===== src/rtl/exc_pkg.sv =====
// Shared definitions for the exception scheduler: ExcCodes, event flag
// positions, CP0 Status/Cause field positions, FSM states and the
// interrupt-pending helper.
package exc_pkg;

    // CP0 ExcCode values
    localparam logic [4:0] EXC_INT  = 5'd0;
    localparam logic [4:0] EXC_ADEL = 5'd4;
    localparam logic [4:0] EXC_ADES = 5'd5;
    localparam logic [4:0] EXC_SYS  = 5'd8;
    localparam logic [4:0] EXC_BP   = 5'd9;
    localparam logic [4:0] EXC_RI   = 5'd10;
    localparam logic [4:0] EXC_OV   = 5'd12;

    // Bit positions inside ex_flags_i
    localparam int FLAG_ADEL_IF = 0;
    localparam int FLAG_RI      = 1;
    localparam int FLAG_SYS     = 2;
    localparam int FLAG_BP      = 3;
    localparam int FLAG_OV      = 4;
    localparam int FLAG_ADEL_D  = 5;
    localparam int FLAG_ADES_D  = 6;
    localparam int FLAG_ERET    = 7;

    // CP0 Status / Cause field positions
    localparam int STATUS_IE    = 0;
    localparam int STATUS_EXL   = 1;
    localparam int STATUS_IM_LO = 8;
    localparam int STATUS_IM_HI = 15;
    localparam int CAUSE_IP_LO  = 8;
    localparam int CAUSE_IP_HI  = 9;

    typedef enum logic [1:0] {
        IDLE,
        COMMIT,
        FLUSH,
        REDIRECT
    } state_e;

    // Source of the BadVAddr value recorded with a commit
    typedef enum logic [1:0] {
        BVA_NONE,
        BVA_PC,
        BVA_DATA
    } bva_sel_e;

    // An interrupt is pending when interrupts are globally enabled, we are
    // not already at exception level, and some unmasked line is asserted.
    function automatic logic int_pending(input logic [31:0] status,
                                         input logic [31:0] cause,
                                         input logic [5:0]  hw_int);
        logic [7:0] lines;
        lines = {hw_int, cause[CAUSE_IP_HI:CAUSE_IP_LO]};
        return status[STATUS_IE] && !status[STATUS_EXL] &&
               (|(lines & status[STATUS_IM_HI:STATUS_IM_LO]));
    endfunction

endpackage


===== src/rtl/exc_sched_if.sv =====
// MEM-stage / CP0 signal bundle for the exception scheduler. The master
// side is the pipeline + CP0 environment, the slave side is the scheduler.
interface exc_sched_if;

    // MEM-stage and CP0 state toward the scheduler
    logic        ex_valid_i;
    logic [31:0] ex_pc_i;
    logic        ex_bd_i;
    logic [31:0] ex_badvaddr_i;
    logic [7:0]  ex_flags_i;
    logic [5:0]  hw_int_i;
    logic [31:0] status_i;
    logic [31:0] cause_i;
    logic [31:0] epc_i;
    logic [31:0] ebase_i;

    // Commit, flush and redirect back to CP0 and the pipeline
    logic        exc_req_o;
    logic [4:0]  exc_code_o;
    logic [31:0] exc_epc_o;
    logic [31:0] exc_badvaddr_o;
    logic        exc_bd_o;
    logic        eret_o;
    logic        flush_o;
    logic        redirect_o;
    logic [31:0] redirect_pc_o;
    logic        busy_o;

    modport master (
        output ex_valid_i, ex_pc_i, ex_bd_i, ex_badvaddr_i, ex_flags_i,
               hw_int_i, status_i, cause_i, epc_i, ebase_i,
        input  exc_req_o, exc_code_o, exc_epc_o, exc_badvaddr_o, exc_bd_o,
               eret_o, flush_o, redirect_o, redirect_pc_o, busy_o
    );

    modport slave (
        input  ex_valid_i, ex_pc_i, ex_bd_i, ex_badvaddr_i, ex_flags_i,
               hw_int_i, status_i, cause_i, epc_i, ebase_i,
        output exc_req_o, exc_code_o, exc_epc_o, exc_badvaddr_o, exc_bd_o,
               eret_o, flush_o, redirect_o, redirect_pc_o, busy_o
    );

endinterface


===== src/rtl/exc_prio_enc.sv =====
// Combinational priority encoder: picks the single highest-priority event
// among a pending interrupt and the MEM-stage flags.
module exc_prio_enc
    import exc_pkg::*;
(
    input  logic [7:0] flags,
    input  logic       int_pend,
    output logic       valid,
    output logic [4:0] code,
    output logic       is_eret,
    output bva_sel_e   bva_sel
);

    // Fixed-priority select, interrupt first, ERET last
    always_comb begin
        // NOTE: every output gets a default first so no path leaves one unassigned (no latch).
        valid   = 1'b1;
        code    = EXC_INT;
        is_eret = 1'b0;
        bva_sel = BVA_NONE;
        if (int_pend) begin
            code = EXC_INT;
        end else if (flags[FLAG_ADEL_IF]) begin
            code    = EXC_ADEL;
            bva_sel = BVA_PC;
        end else if (flags[FLAG_RI]) begin
            code = EXC_RI;
        end else if (flags[FLAG_SYS]) begin
            code = EXC_SYS;
        end else if (flags[FLAG_BP]) begin
            code = EXC_BP;
        end else if (flags[FLAG_OV]) begin
            code = EXC_OV;
        end else if (flags[FLAG_ADEL_D]) begin
            code    = EXC_ADEL;
            bva_sel = BVA_DATA;
        end else if (flags[FLAG_ADES_D]) begin
            code    = EXC_ADES;
            bva_sel = BVA_DATA;
        end else if (flags[FLAG_ERET]) begin
            is_eret = 1'b1;
        end else begin
            valid = 1'b0;
        end
    end

endmodule


===== src/rtl/exc_sched.sv =====
// Exception/interrupt scheduler between MEM and CP0. Captures one event in
// IDLE, then sequences commit pulse -> flush window -> single redirect.
// FLUSH_CYCLES must lie in 1..15.
module exc_sched
    import exc_pkg::*;
#(
    parameter int          FLUSH_CYCLES = 2,
    parameter logic [31:0] VEC_OFFSET   = 32'h180
) (
    input logic        clk,
    input logic        rst,
    exc_sched_if.slave bus
);

    localparam logic [3:0] FLUSH_LAST = 4'(FLUSH_CYCLES);

    state_e      state_q, state_d;
    logic [3:0]  cnt_q, cnt_d;

    logic        int_pend;
    logic        enc_valid;
    logic [4:0]  enc_code;
    logic        enc_eret;
    bva_sel_e    enc_bva_sel;
    logic        capture;

    logic        is_eret_q;
    logic [4:0]  code_q;
    logic [31:0] epc_q;
    logic [31:0] bva_q;
    logic        bd_q;
    logic [31:0] target_q;
    logic [31:0] redirect_pc_q;

    logic        unused_fields;

    assign int_pend = int_pending(bus.status_i, bus.cause_i, bus.hw_int_i);

    // Status/Cause bits outside IE, EXL, IM and the software IP bits are
    // not relevant here.
    assign unused_fields = ^{bus.status_i[31:16], bus.status_i[7:2],
                             bus.cause_i[31:10], bus.cause_i[7:0]};

    exc_prio_enc u_prio_enc (
        .flags    (bus.ex_flags_i),
        .int_pend (int_pend),
        .valid    (enc_valid),
        .code     (enc_code),
        .is_eret  (enc_eret),
        .bva_sel  (enc_bva_sel)
    );

    // Inputs only matter in IDLE; anything arriving later is flushed anyway
    assign capture = (state_q == IDLE) && bus.ex_valid_i && enc_valid;

    // State and flush-counter register
    always_ff @(posedge clk or negedge rst) begin
        if (!rst) begin
            state_q <= IDLE;
            cnt_q   <= 4'd0;
        end else begin
            // NOTE: sequential state uses non-blocking assignments so all flops update together.
            state_q <= state_d;
            cnt_q   <= cnt_d;
        end
    end

    // Next-state logic; cnt counts flush cycles already spent, COMMIT included
    always_comb begin
        state_d = state_q;
        cnt_d   = cnt_q;
        unique case (state_q)
            IDLE: begin
                cnt_d = 4'd0;
                if (capture) state_d = COMMIT;
            end
            COMMIT: begin
                cnt_d   = 4'd1;
                state_d = (FLUSH_CYCLES == 1) ? REDIRECT : FLUSH;
            end
            FLUSH: begin
                cnt_d = cnt_q + 4'd1;
                if (cnt_q + 4'd1 == FLUSH_LAST) state_d = REDIRECT;
            end
            REDIRECT: begin
                cnt_d   = 4'd0;
                state_d = IDLE;
            end
            default: begin
                cnt_d   = 4'd0;
                state_d = IDLE;
            end
        endcase
    end

    // Latch commit data and redirect target at capture
    always_ff @(posedge clk or negedge rst) begin
        if (!rst) begin
            // NOTE: data registers are reset too, so every output reads 0 while in reset.
            is_eret_q <= 1'b0;
            code_q    <= 5'd0;
            epc_q     <= 32'd0;
            bva_q     <= 32'd0;
            bd_q      <= 1'b0;
            target_q  <= 32'd0;
        end else if (capture) begin
            is_eret_q <= enc_eret;
            bd_q      <= bus.ex_bd_i;
            if (enc_eret) begin
                code_q   <= 5'd0;
                epc_q    <= 32'd0;
                bva_q    <= 32'd0;
                target_q <= bus.epc_i;
            end else begin
                code_q   <= enc_code;
                epc_q    <= bus.ex_bd_i ? (bus.ex_pc_i - 32'd4) : bus.ex_pc_i;
                target_q <= bus.ebase_i + VEC_OFFSET;
                unique case (enc_bva_sel)
                    BVA_PC:   bva_q <= bus.ex_pc_i;
                    BVA_DATA: bva_q <= bus.ex_badvaddr_i;
                    default:  bva_q <= 32'd0;
                endcase
            end
        end
    end

    // Redirect target only changes on entry to REDIRECT, then holds
    always_ff @(posedge clk or negedge rst) begin
        if (!rst) begin
            redirect_pc_q <= 32'd0;
        end else if (state_d == REDIRECT && state_q != REDIRECT) begin
            redirect_pc_q <= target_q;
        end
    end

    // Outputs decoded from registered state only
    assign bus.exc_req_o      = (state_q == COMMIT) && !is_eret_q;
    assign bus.eret_o         = (state_q == COMMIT) &&  is_eret_q;
    assign bus.exc_code_o     = code_q;
    assign bus.exc_epc_o      = epc_q;
    assign bus.exc_badvaddr_o = bva_q;
    assign bus.exc_bd_o       = bd_q;
    assign bus.flush_o        = (state_q == COMMIT) || (state_q == FLUSH);
    assign bus.redirect_o     = (state_q == REDIRECT);
    assign bus.redirect_pc_o  = redirect_pc_q;
    assign bus.busy_o         = (state_q != IDLE);

endmodule


===== src/flat_wrapper.sv =====
// flat-port wrapper written by rule: the top's interface ports become plain ports
module exc_sched_flat import exc_pkg::*;
#(
    parameter int          FLUSH_CYCLES = 2,
    parameter logic [31:0] VEC_OFFSET   = 32'h180
)
  (clk, rst, bus_ex_valid_i, bus_ex_pc_i, bus_ex_bd_i, bus_ex_badvaddr_i, bus_ex_flags_i, bus_hw_int_i, bus_status_i, bus_cause_i, bus_epc_i, bus_ebase_i, bus_exc_req_o, bus_exc_code_o, bus_exc_epc_o, bus_exc_badvaddr_o, bus_exc_bd_o, bus_eret_o, bus_flush_o, bus_redirect_o, bus_redirect_pc_o, bus_busy_o);
  exc_sched_if bus_i ();
  input logic clk;
  input logic rst;
  input wire logic [$bits(bus_i.ex_valid_i)-1:0] bus_ex_valid_i;
  input wire logic [$bits(bus_i.ex_pc_i)-1:0] bus_ex_pc_i;
  input wire logic [$bits(bus_i.ex_bd_i)-1:0] bus_ex_bd_i;
  input wire logic [$bits(bus_i.ex_badvaddr_i)-1:0] bus_ex_badvaddr_i;
  input wire logic [$bits(bus_i.ex_flags_i)-1:0] bus_ex_flags_i;
  input wire logic [$bits(bus_i.hw_int_i)-1:0] bus_hw_int_i;
  input wire logic [$bits(bus_i.status_i)-1:0] bus_status_i;
  input wire logic [$bits(bus_i.cause_i)-1:0] bus_cause_i;
  input wire logic [$bits(bus_i.epc_i)-1:0] bus_epc_i;
  input wire logic [$bits(bus_i.ebase_i)-1:0] bus_ebase_i;
  output wire logic [$bits(bus_i.exc_req_o)-1:0] bus_exc_req_o;
  output wire logic [$bits(bus_i.exc_code_o)-1:0] bus_exc_code_o;
  output wire logic [$bits(bus_i.exc_epc_o)-1:0] bus_exc_epc_o;
  output wire logic [$bits(bus_i.exc_badvaddr_o)-1:0] bus_exc_badvaddr_o;
  output wire logic [$bits(bus_i.exc_bd_o)-1:0] bus_exc_bd_o;
  output wire logic [$bits(bus_i.eret_o)-1:0] bus_eret_o;
  output wire logic [$bits(bus_i.flush_o)-1:0] bus_flush_o;
  output wire logic [$bits(bus_i.redirect_o)-1:0] bus_redirect_o;
  output wire logic [$bits(bus_i.redirect_pc_o)-1:0] bus_redirect_pc_o;
  output wire logic [$bits(bus_i.busy_o)-1:0] bus_busy_o;
  assign bus_i.ex_valid_i = bus_ex_valid_i;
  assign bus_i.ex_pc_i = bus_ex_pc_i;
  assign bus_i.ex_bd_i = bus_ex_bd_i;
  assign bus_i.ex_badvaddr_i = bus_ex_badvaddr_i;
  assign bus_i.ex_flags_i = bus_ex_flags_i;
  assign bus_i.hw_int_i = bus_hw_int_i;
  assign bus_i.status_i = bus_status_i;
  assign bus_i.cause_i = bus_cause_i;
  assign bus_i.epc_i = bus_epc_i;
  assign bus_i.ebase_i = bus_ebase_i;
  assign bus_exc_req_o = bus_i.exc_req_o;
  assign bus_exc_code_o = bus_i.exc_code_o;
  assign bus_exc_epc_o = bus_i.exc_epc_o;
  assign bus_exc_badvaddr_o = bus_i.exc_badvaddr_o;
  assign bus_exc_bd_o = bus_i.exc_bd_o;
  assign bus_eret_o = bus_i.eret_o;
  assign bus_flush_o = bus_i.flush_o;
  assign bus_redirect_o = bus_i.redirect_o;
  assign bus_redirect_pc_o = bus_i.redirect_pc_o;
  assign bus_busy_o = bus_i.busy_o;
  exc_sched #(.FLUSH_CYCLES(FLUSH_CYCLES), .VEC_OFFSET(VEC_OFFSET)) u_core (.clk(clk), .rst(rst), .bus(bus_i));
endmodule

===== config.mk =====
export PLATFORM = sky130hd
export DESIGN_NAME = exc_sched_flat
export DESIGN_NICKNAME = d
export VERILOG_FILES = /design/src/rtl/exc_pkg.sv /design/src/rtl/exc_sched_if.sv /design/src/rtl/exc_prio_enc.sv /design/src/rtl/exc_sched.sv /design/src/flat_wrapper.sv
export SDC_FILE = /design/constraint.sdc
export NUM_CORES = 1
export LEC_CHECK = 0
export BUFFER_PORTS_ARGS = -buffer_cell sky130_fd_sc_hd__buf_2
export CORE_MARGIN = 5
export CORE_UTILIZATION = 30
export CTS_BUF_LIST = sky130_fd_sc_hd__clkbuf_4 sky130_fd_sc_hd__clkbuf_8
export DETAILED_ROUTE_END_ITERATION = 8
export PLACE_DENSITY = 0.52
export SETUP_SLACK_MARGIN = 0.4
export SLEW_MARGIN = 20
export SYNTH_ARGS = -nofsm -noshare
export SYNTH_HDL_FRONTEND = slang
export SYNTH_HIERARCHICAL = 1
export SYNTH_SLANG_ARGS = --single-unit

===== constraint.sdc =====
create_clock -name clk -period 3.2 [get_ports clk]
set_clock_uncertainty 0.2 [all_clocks]
set_input_delay 0.16 -clock clk [delete_from_list [all_inputs] [get_ports clk]]
set_output_delay 0.16 -clock clk [all_outputs]
set_load 0.02 [all_outputs]

==> impl_metrics.json <==
{
  "status": "completed",
  "num_vias": 7002,
  "drt_wl_total_mm": 25.4,
  "synth_seq_area_share_pct": 50.4,
  "place_congestion": 0.762,
  "synthFlopType": "dfrtp_1",
  "cts.clk_slew.worst_paths_ns": 0.09,
  "r2r-end": "u_core/target_q[22]$_DFFE_PN0P_",
  "r2r_slack_ns": 0.59,
  "fin_ws_ns": 0.512,
  "fin_setup_tns_ns": 0,
  "drive_above_1_share_pct": 32.2,
  "post-route-period-util_pct": 84.0,
  "io_pins": 317,
  "worst_pin_slew_ns": 0.782,
  "ys_top_cells_by_area": "dfrtp_1, nand2_1, mux2_2",
  "cp_max_fo": 9,
  "r2r-start": "u_core/state_q[0]$_DFF_PN0_",
  "port_buffers": 264,
  "synth_cells": 704,
  "p_clk_share_pct": 17.9,
  "crit_path_start_kind": "input pin",
  "nets": 1367,
  "vias_per_cell": 4.74,
  "insertion_delay_ns": 0.44,
  "path_class": "input pin to flip-flop",
  "hold_slack_ns": 0.0545,
  "die-area_um2": 26500,
  "cellPowerDensity_nw_per_um2": 703,
  "crit_path_end_kind": "flip-flop",
  "ir_worst_vdd_mv": 0.266,
  "grt_usage_pct": 18.5,
  "antenna_cells": 0,
  "cap_violations": 0,
  "final_common_cell": "buf_2",
  "grt_pass1_vias": 7401,
  "p_sw_share_pct": 41.9,
  "chipHeight_um": 163,
  "grt_pass1_wl_mm": 39.0,
  "p_int_mw": 4.51,
  "most-common-layout-cells": "buf_2, dlygate4sd3_1, dfrtp_1",
  "drtIter0Drc": 329,
  "drc": 0,
  "max_clock_freq_mhz": 372,
  "route.detailed.wl_per_inst_um": 17.2,
  "numCtsBuffers": 17,
  "ys_warn_count": 6,
  "fin_crit_ns": 2.69,
  "yosys.area.top_type": "dfrtp_1",
  "netlist_area_um2": 7010,
  "synthDistinctLibCells": 55,
  "synth_seq_cells": 141,
  "synth_edf_count": 0,
  "antenna_found_initial": 0,
  "grt.overflow.total": 0,
  "grt_setup_unrepaired": "false",
  "yosys.area.top_type_share_pct": 50.4,
  "sequentialPowerShare_pct": 37.6,
  "power_frac_comb_pct": 44.5,
  "ant_nets": 0,
  "finalHoldViolCount": 0,
  "dp_hpwl_mm": 16.5,
  "utilization_pct": 47.5,
  "hp-start": "bus_ex_flags_i[4]",
  "placed_cells": 1263,
  "coreArea_um2": 23300,
  "dpl_worst_slack_ns": 0.0984,
  "ys_async_sr_fraction_pct": 100,
  "cts_root_buf": "clkbuf_8",
  "grt_max_degree": 86,
  "synth_nets": 925,
  "fin_cells": 1478,
  "slew_headroom_pct": 47.7,
  "worstPathRequired_ns": 3.33,
  "rows": 56,
  "start_util_pct": 30.1,
  "rr_worst_depth": 7,
  "clock-sinks": 141,
  "hold_depth": 5,
  "avgSynthCellArea_um2": 9.95,
  "holdCritPathClass": "input pin to flip-flop",
  "syn2layout_area_growth_pct": 57.6,
  "htreeDepth": 4,
  "leakage_nw": 5.09,
  "slew_viol_final": 0,
  "finalSetupViolCount": 0,
  "first_pass_iters": 4,
  "cts_tree": "yes",
  "cts_buffer_depth": 2,
  "dieWidth_um": 163,
  "cp.arrival_ns": 2.82,
  "min_to": "u_core/bus.exc_code_o[3]$_DFFE_PN0P_",
  "power.net_switching_mw": 3.25
}
==> state kept, by name, indices dropped and copies added, names as in the netlist, 2 cells and up <==
name,count
u_core/bus.redirect_pc_o,32
u_core/bus.exc_epc_o,32
u_core/bus.exc_code_o,5
u_core/cnt_q,4
u_core/bus.exc_badvaddr_o,32
u_core/target_q,32
u_core/state_q,2
==> worst max path at each step <==
| stage | to | startpoint | cells after the start | slack [ns] |
|---|---|---|---|---|
| after floorplan | u_core/bus.redirect_pc_o[21]$_DFFE_PN0P_ | bus_cause_i[9] | 10 | 0.50 |
| after global placement | u_core/bus.redirect_pc_o[3]$_DFFE_PN0P_ | bus_cause_i[9] | 11 | 0.21 |
| after detailed placement | u_core/bus.redirect_pc_o[16]$_DFFE_PN0P_ | bus_cause_i[9] | 11 | 0.1 |
| after CTS | u_core/bus.exc_epc_o[28]$_DFFE_PN0P_ | bus_ex_pc_i[8] | 8 | 0.41 |
| after global routing | u_core/bus.exc_badvaddr_o[22]$_DFFE_PN0P_ | bus_ex_flags_i[3] | 9 | 0.41 |
| final | u_core/bus.exc_epc_o[28]$_DFFE_PN0P_ | bus_ex_pc_i[16] | 8 | 0.51 |
==> timing repair <==
item | CTS | global route
setup buffers | 0 | 3
setup endpoints to repair | 0 | 30
hold endpoints to repair | 243 | 0
resized for setup | 0 | 8
hold buffers | 179 | 0
==> Yosys cell counts, types with 8 or more instances <==
master    instances
nor3_1            8
ha_1             11
and3_1           10
xnor2_1          25
a21oi_1          25
nor2_1           38
xor2_1           28
nand3_1          14
dfrtp_1         141
mux2i_1           9
inv_1            14
o21ai_1          15
nand2_1         108
nand3b_1          8
o21ai_0          65
a22oi_1          34
o22ai_1          12
mux2_2           31
clkbuf_1         35
==> power groups by stage <==
stage | Combinational [mW] | Clock [mW] | Sequential [mW]
after CTS | 3.44 | 1.44 | 2.92
after detailed placement | 3.26 | 0 | 2.95
final | 3.46 | 1.39 | 2.92
after global placement | 3.23 | 0 | 2.92
after floorplan | 1.34 | 0 | 3.54
after global routing | 3.76 | 1.52 | 3.01
==> cells by family after synthesis <==
family	Yosys count	synth area share, %
compound gates	163	13.8
xor+xnor	53	6.63
fa+ha+maj	11	1.96
buf+inv	56	3.21
flops	141	50.4
mux	42	6.59
other cells	1	0.0535
simple gates	237	17.4
==> per-stage QoR <==
step	power, mW	instance area (µm²)
after floorplan	4.88	7010
after global placement	6.15	8800
after detailed placement	6.21	8800
after CTS	7.81	11000
after global routing	8.29	11000
final	7.76	11000
==> per-layer routing <==
layer | part of all wire (%) | GRT usage, %
met5 | 0 | 0
met4 | 2.4 | 5.64
met3 | 7.4 | 5.92
met2 | 49 | 31.8
met1 | 41 | 22.2
==> critical path, cell delays in order <==
cell	delay, ns
dlygate4sd3_1	0.54
buf_2	0.16
or4_4	0.54
or3_4	0.43
nor4_2	0.19
xnor2_1	0.16
dlygate4sd3_1	0.57
o21ai_1	0.06
==> cell type report <==
type,instances,area (µm²)
Multi-Input combinational cell,508,3330
Clock inverter,14,130
Timing Repair Buffer,464,3360
Sequential cell,141,3530
Inverter,14,52.6
Clock buffer,18,241
Tap cell,319,399
Fill cell,2231,12200
Power figures use the tool's default switching activity.
